`config.mk`:
```
export PLATFORM = sky130hd
export DESIGN_NAME = multi_key_debounce
export DESIGN_NICKNAME = d
export VERILOG_FILES = /design/src/rtl/key_debounce_pkg.sv /design/src/rtl/key_debounce_ch.sv /design/src/rtl/multi_key_debounce.sv
export SDC_FILE = /design/constraint.sdc
export NUM_CORES = 1
export LEC_CHECK = 0
export ABC_AREA = 0
export BUFFER_PORTS_ARGS = -buffer_cell sky130_fd_sc_hd__buf_2
export CAP_MARGIN = 5
export CORE_MARGIN = 4
export CORE_UTILIZATION = 39
export CTS_CLUSTER_SIZE = 28
export DETAILED_ROUTE_END_ITERATION = 8
export PLACE_DENSITY = 0.6
export RECOVER_POWER = 100
export SYNTH_ARGS = -nofsm -noshare
export SYNTH_HDL_FRONTEND = slang
export SYNTH_HIERARCHICAL = 1
export SYNTH_SLANG_ARGS = --single-unit
```
`constraint.sdc`:
```
create_clock -name clk -period 1.6 [get_ports clk]
set_input_delay 0.24 -clock clk [delete_from_list [all_inputs] [get_ports clk]]
set_output_delay 0.24 -clock clk [all_outputs]
set_load 0.05 [all_outputs]
```
`src/rtl/key_debounce_pkg.sv`:
```
// Shared helpers for the key debouncer: time-to-cycle conversion, counter sizing
// and the channel-count limit.
package key_debounce_pkg;

  localparam int MAX_KEYS = 32;

  function automatic int us_to_cycles(input int freq_mhz, input int us);
    return freq_mhz * us;
  endfunction

  // Width able to hold 0..max_count, never narrower than one bit
  function automatic int cnt_width(input int max_count);
    return (max_count < 1) ? 1 : $clog2(max_count + 1);
  endfunction

endpackage

```
`src/rtl/key_debounce_ch.sv`:
```
// One debounced key channel: 2-flop synchroniser, hold counter, level and pulse
// registers. The auto-repeat counter exists only when KEY_REPEAT_EN is defined.
module key_debounce_ch
  import key_debounce_pkg::*;
#(
  parameter int SYS_CLK_FREQ_MHZ = 10,
  parameter int HOLD_TIME_US     = 1,
  parameter int ACTIVE_HIGH      = 1,
  parameter int REPEAT_DELAY_US  = 5,
  parameter int REPEAT_PERIOD_US = 2
) (
  input  logic clk,
  input  logic rst,
  input  logic key_raw,
  output logic level,
  output logic press,
  output logic rel,
  output logic rpt,
  output logic press_nxt
);

  localparam int HOLD = us_to_cycles(SYS_CLK_FREQ_MHZ, HOLD_TIME_US);
  localparam int HCW  = cnt_width(HOLD - 1);
  localparam int RD   = us_to_cycles(SYS_CLK_FREQ_MHZ, REPEAT_DELAY_US);
  localparam int RP   = us_to_cycles(SYS_CLK_FREQ_MHZ, REPEAT_PERIOD_US);
  localparam logic IDLE = (ACTIVE_HIGH != 0) ? 1'b0 : 1'b1;
  localparam logic [HCW-1:0] HOLD_LAST = HCW'(HOLD - 1);

  if (HOLD < 2) begin : g_bad_hold
    $error("key_debounce_ch: hold time must be at least 2 cycles");
  end
  if (RP < 1 || RD < RP) begin : g_bad_repeat
    $error("key_debounce_ch: repeat period must be >= 1 cycle and <= repeat delay");
  end

  logic           sync_p0;
  logic           sync_p1;
  logic           p;
  logic           accept;
  logic [HCW-1:0] hold_cnt;

  // Stage 0/1: synchroniser, idles at the released level so reset never looks like a press
  always_ff @(posedge clk or posedge rst) begin
    if (rst) begin
      sync_p0 <= IDLE;
      sync_p1 <= IDLE;
    end else begin
      sync_p0 <= key_raw;
      sync_p1 <= sync_p0;
    end
  end

  assign p         = (ACTIVE_HIGH != 0) ? sync_p1 : ~sync_p1;
  assign accept    = (p != level) && (hold_cnt == HOLD_LAST);
  assign press_nxt = accept & p;

  // Stage 2: any sample matching the current level restarts the hold run
  always_ff @(posedge clk or posedge rst) begin
    if (rst) begin
      hold_cnt <= '0;
      level    <= 1'b0;
      press    <= 1'b0;
      rel      <= 1'b0;
    end else begin
      press <= 1'b0;
      rel   <= 1'b0;
      if (p == level) begin
        hold_cnt <= '0;
      end else if (accept) begin
        level    <= p;
        hold_cnt <= '0;
        press    <= p;
        rel      <= ~p;
      end else begin
        hold_cnt <= hold_cnt + HCW'(1);
      end
    end
  end

`ifdef KEY_REPEAT_EN
  localparam int RCW = cnt_width(RD - 1);
  localparam logic [RCW-1:0] RD_LAST = RCW'(RD - 1);

  logic [RCW-1:0] rpt_cnt;

  // After the first pulse the counter jumps back so the next one lands RP cycles later
  always_ff @(posedge clk or posedge rst) begin
    if (rst) begin
      rpt_cnt <= '0;
      rpt     <= 1'b0;
    end else begin
      rpt <= 1'b0;
      if (!level || accept) begin
        rpt_cnt <= '0;
      end else if (rpt_cnt == RD_LAST) begin
        rpt     <= 1'b1;
        rpt_cnt <= RCW'(RD - RP);
      end else begin
        rpt_cnt <= rpt_cnt + RCW'(1);
      end
    end
  end
`else
  assign rpt = 1'b0;
`endif

endmodule

```
`src/rtl/multi_key_debounce.sv`:
```
// NUM_KEYS independent debounced key channels plus a registered any-press flag.
// Define KEY_REPEAT_EN to build the per-key auto-repeat counters.
module multi_key_debounce
  import key_debounce_pkg::*;
#(
  parameter int NUM_KEYS         = 4,
  parameter int SYS_CLK_FREQ_MHZ = 10,
  parameter int HOLD_TIME_US     = 1,
  parameter int ACTIVE_HIGH      = 1,
  parameter int REPEAT_DELAY_US  = 5,
  parameter int REPEAT_PERIOD_US = 2
) (
  input  logic                clk,
  input  logic                rst,
  input  logic [NUM_KEYS-1:0] key_in,
  output logic [NUM_KEYS-1:0] key_level,
  output logic [NUM_KEYS-1:0] key_press,
  output logic [NUM_KEYS-1:0] key_release,
  output logic [NUM_KEYS-1:0] key_repeat,
  output logic                key_any
);

  if (NUM_KEYS < 1 || NUM_KEYS > MAX_KEYS) begin : g_bad_keys
    $error("multi_key_debounce: NUM_KEYS out of range");
  end

  logic [NUM_KEYS-1:0] press_nxt;

  for (genvar i = 0; i < NUM_KEYS; i++) begin : g_ch
    key_debounce_ch #(
      .SYS_CLK_FREQ_MHZ (SYS_CLK_FREQ_MHZ),
      .HOLD_TIME_US     (HOLD_TIME_US),
      .ACTIVE_HIGH      (ACTIVE_HIGH),
      .REPEAT_DELAY_US  (REPEAT_DELAY_US),
      .REPEAT_PERIOD_US (REPEAT_PERIOD_US)
    ) u_ch (
      .clk       (clk),
      .rst       (rst),
      .key_raw   (key_in[i]),
      .level     (key_level[i]),
      .press     (key_press[i]),
      .rel       (key_release[i]),
      .rpt       (key_repeat[i]),
      .press_nxt (press_nxt[i])
    );
  end

  // Registered from the channels' next-press terms so it lines up with key_press
  always_ff @(posedge clk or posedge rst) begin
    if (rst) begin
      key_any <= 1'b0;
    end else begin
      key_any <= |press_nxt;
    end
  end

endmodule

```
Yosys cells after proc, flatten, opt, wreduce, memory -nomap -nowiden
Cells that the tools add are included.
{"block": "totals", "reg_bits": 37, "output_inout_bits": 17}
{"block": "op_classes", "reduce_logical": 9, "n_mux": 24, "bitwise": 12, "n_eq_ne": 12, "add_sub_neg": 4}
{"operator": "two-way mux 4 bit", "count": 8}
{"operator": "adder 4 x 1 -> 4 bit (second input constant)", "count": 4}
{"operator": "== test 4 bit (second input constant)", "count": 4}
{"operator": "two-way mux 1 bit", "count": 16}
{"operator": "inverter 1 bit", "count": 8}
{"operator": "AND reduction 2 bit", "count": 4}
{"operator": "bitwise AND 1 bit", "count": 4}
{"operator": "== test 1 bit", "count": 4}
{"operator": "logical AND 1 bit", "count": 4}
{"operator": "inequality test 1 bit", "count": 4}
{"operator": "OR reduction 4 bit", "count": 1}

Longest topological paths before layout
{"block": "logic_depth", "word_depth": 4, "mapped_depth": 5}

By module
The synthesis kept the hierarchy.
{"mod": "key_debounce_ch", "seq_area_each_um2": 225.2, "area_per_inst_um2": 376.6, "n_inst": 4, "cells_per_inst": 29}
{"mod": "multi_key_debounce", "seq_area_each_um2": 25.0, "area_per_inst_um2": 36.3, "n_inst": 1, "cells_per_inst": 3}

Worst setup path after synthesis
No wires, ideal clock.
{"block": "synth_timing", "path_kind": "reg-to-reg", "startpoint": "reg g_ch[1].u_ch.level", "endpoint": "reg key_any", "path_stages_with_launch": 3, "synth_period_minus_slack_ps": 1417, "required_time_ps": 1461, "t_arrival_ps": 1278, "slack_ps": 183, "cell_sequence": "dfrtp_1 nor3b_1 or4_1"}
{"block": "synth_between", "elab_chain_cells": 4}
{"item": "start: declaration", "line_no": "key_debounce_ch.sv:15", "text": "output logic level,"}
{"item": "start signal: assignment", "line_no": "key_debounce_ch.sv:70", "text": "level <= p;"}
{"item": "inequality test 1 bit", "line_no": "key_debounce_ch.sv:54", "text": "assign accept = (p != level) && (hold_cnt == HOLD_LAST);"}
{"item": "logical AND 1 bit", "line_no": "key_debounce_ch.sv:54"}
{"item": "bitwise AND 1 bit", "line_no": "key_debounce_ch.sv:55", "text": "assign press_nxt = accept & p;"}
{"item": "net press_nxt[1]", "line_no": "multi_key_debounce.sv:27", "text": "logic [NUM_KEYS-1:0] press_nxt;"}
{"item": "OR reduction 4 bit", "line_no": "multi_key_debounce.sv:53", "text": "key_any <= |press_nxt;"}
{"item": "end signal: assignment", "line_no": "multi_key_debounce.sv:53"}
{"item": "end: declaration", "line_no": "multi_key_debounce.sv:20", "text": "output logic key_any"}
The timed path passes the listed nets, and every way through them passes these cells.
A chain may end at the register's enable or synchronous reset.

Worst setup path in the final report
{"block": "layout_timing", "startpoint": "reg g_ch[1].u_ch.hold_cnt[0]", "endpoint": "reg key_any"}
{"block": "layout_between", "elab_chain_cells": 4}
{"item": "start: declaration", "line_no": "key_debounce_ch.sv:40", "text": "logic [HCW-1:0] hold_cnt;"}
{"item": "start signal: assignment", "line_no": "key_debounce_ch.sv:75", "text": "hold_cnt <= hold_cnt + HCW'(1);"}
{"item": "== test 4 bit", "line_no": "key_debounce_ch.sv:54"}
{"item": "logical AND 1 bit", "line_no": "key_debounce_ch.sv:54"}
{"item": "bitwise AND 1 bit", "line_no": "key_debounce_ch.sv:55"}
{"item": "net press_nxt[1]", "line_no": "multi_key_debounce.sv:27"}
{"item": "OR reduction 4 bit", "line_no": "multi_key_debounce.sv:53"}
The timed path passes the listed nets, and every way through them passes these cells.

==> results.ini <==
[outcome]
status=complete, no violations

[placement]
port_buffers=18
hpwlAfterDp_um=1732
gp_congestion=0.7742

[worst_setup_path]
rrSetupSlack_ps=150
path_class=register to register
path_cells=ha_1 > nand3b_4 > nor3b_1 > or4_1
reg2reg_to=key_any
crit_fanout=5
worstPathArrival_ps=1610
max_stage_delay_ps=510
start_kind=register
worstPathRequired_ps=1760
r2r.worst_path.cells=4
cp_slowest_cell=or4_1
r2r_start=g_ch[1].u_ch/hold_cnt[0]
end_kind=register

[logic_synthesis]
yosysUniqueCellTypes=14
synth.area.top_cells=dfrtp_1 60%, ha_1 6.5%, nor3b_1 5.8%
ys_ff_latch=37
synthTopCellsByCount=37 x dfrtp_1, 16 x nor2_1, 12 x nor3b_1, 9 x inv_1
synth_edf_count=0
syn_inst=119
synth_top_area_share_pct=60.02
synth_top_family_by_area=simple AND/OR/NAND/NOR gates
synthArstFlopShare_pct=100.0
synth_fa_ha_area_share_pct=6.488
synth-xor-area-share_pct=6.813
ys_warn_count=6
synth_top_area_cell=dfrtp_1
syn-cell-area_mm2=0.001543
yosysSeqAreaShare_pct=60.02
yosys.area_share.simple_pct=17.68
synth_compound_area_share_pct=0
synth.most_common_cell=dfrtp_1
synth_mux_area_share_pct=3.893
synth.avg_cell_area_um2=12.96
syn_nets=133
ys_dominant_reg_cell=dfrtp_1

[clocking]
cts_resized=0
clockBufferDepth=2
cts_inserted_buffers=5
clk_latency_ps=280
cts-root-buf=clkbuf_8
cts_setup_buffers=0
cts.sinks=37
clk_pin_slew_worst_paths_ps=70
ctsHtreeMaxLevel=2
cts_hold_buf=1
cts_tree=done

[timing]
grt_setup_unrepaired=no
fmax_mhz=689.7
setup_viol=0
min_period_over_period_pct=90.61
whs_ps=61.20
final_hold_viol_count=0
fin_crit_ps=1450
maxSlewHeadroom_pct=60.21
worstMarginPinSlew_ps=599.5
slew_viol_final=0
timing.setup.tns_ps=0
finalClockSkew_ps=4.161

[drt]
drtAntennaViolNets=0
post_drt_via_cell_ratio=4.534
num_vias=857
drt-pass1-iter-count=4
first_iter_violations=55
wl_per_cell_um=12.29
drcViolationCount=0
routed_wl_um=2322

[layout]
fillers=377
nNetsFinal=155
drive_above_1_share_pct=12.06
area_growth_pct=11.44
antenna_cells=0

[floorplanning]
dieHeight_um=70.90
die_area_mm2=0.005026
initial_core_util_pct=41.21
ios=23
core_area_mm2=0.003744
dieWidth_um=70.90
rows=22

[job]
cap_violations=0

[pwr]
power.density_mw_per_mm2=1150
power_leakage_nw=0.9210
vdd_drop_max_mv=0.5019

[min_path]
min_path_type=input port to register
min_from=key_in[0]
min_to=g_ch[0].u_ch/sync_p0
hold_depth=1

[global_routing]
grt_pass1_vias=889
grt_max_degree=11
grt_pass1_wl_um=4077
antenna_found_initial=0
grt-ovfl-total=0
grt_usage_pct=10.83

-- layout by cell type, fill, tap and decap left out, types with 6 or more instances in the layout --
master and count:
xor2_1 8, inv_1 9, nor3b_1 12, clkbuf_1 11
dfrtp_1 37, ha_1 8, clkbuf_8 6, nor2_1 16
-- worst max-delay path, delay by kind of cell, from the launching register on --
kind          cells  cell delay (ps)
fa+ha+maj         1              240
simple gates      3              670
flops             1              410
-- where the power goes --
group	internal, W	total [W]	switching (W)	leakage [nW]
Combinational	0.0000991	0.000255	0.000156	0.389
Clock	0.000341	0.000637	0.000296	0.0443
Sequential	0.00101	0.00109	0.0000742	0.488
Total	0.00145	0.00198	0.000526	0.921
-- area by class of cell --
type                            count  area, µm²  area share, %
Timing Repair Buffer               19      87.58          5.095
Multi-Input combinational cell     69      525.5          30.57
Sequential cell                    37      925.9          53.86
Clock buffer                        7      86.33          5.022
Tap cell                           48      60.06          3.493
Inverter                            9      33.78          1.965
-- how the worst max path moves through the flow --
stage | from | end | slack, ps | depth (start not counted)
2_1_floorplan | g_ch[1].u_ch/level | key_any | 180 | 2
3_3_place_gp | g_ch[1].u_ch/hold_cnt[0] | key_any | 170 | 4
3_5_place_dp | g_ch[1].u_ch/hold_cnt[0] | key_any | 150 | 4
4_1_cts | g_ch[1].u_ch/hold_cnt[0] | key_any | 130 | 4
5_1_grt | g_ch[0].u_ch/hold_cnt[0] | key_any | 100 | 4
6_report | g_ch[1].u_ch/hold_cnt[0] | key_any | 150 | 4
-- registers in the layout, summed over array words and instances (netlist names) --
register / flops
g_ch.u_ch/hold_cnt: 16
g_ch.u_ch/level: 4
g_ch.u_ch/p: 4
g_ch.u_ch/press: 4
g_ch.u_ch/rel: 4
g_ch.u_ch/sync_p0: 4
key_any: 1
-- logic make-up (layout without fill, tap and decap cells) --
group                    after synthesis  in the layout
multiplexers                           4              4
buffers and inverters                 13             35
flip-flops                            37             37
other                                  4              4
AND/OR/NAND/NOR                       41             41
XOR/XNOR                              12             12
adder cells (fa/ha/maj)                8              8
-- through the flow --
step           cells  power, W  utilization, %  area (µm²)  worst slack (ps)
2_1_floorplan    119  0.001316               -        1543             183.4
3_3_place_gp     181  0.001357           44.42        1663             173.1
3_5_place_dp     181  0.001377           44.42        1663             146.6
4_1_cts          189  0.002016           46.99        1759             134.9
5_1_grt          189  0.002089           45.92        1719             95.62
6_report         189  0.001978           45.92        1719             150.2
-- metal layers --
layer	part of all wire, %	wire length (µm)	GRT usage (%)	up-vias
met5	0	0	0	-
met4	3.4	80	7.516	0
met3	6.3	146	4.119	7
met2	47	1084	15.24	22
met1	43	1010	13.64	419
li1	-	-	-	409
Power figures use the tool's default switching activity.
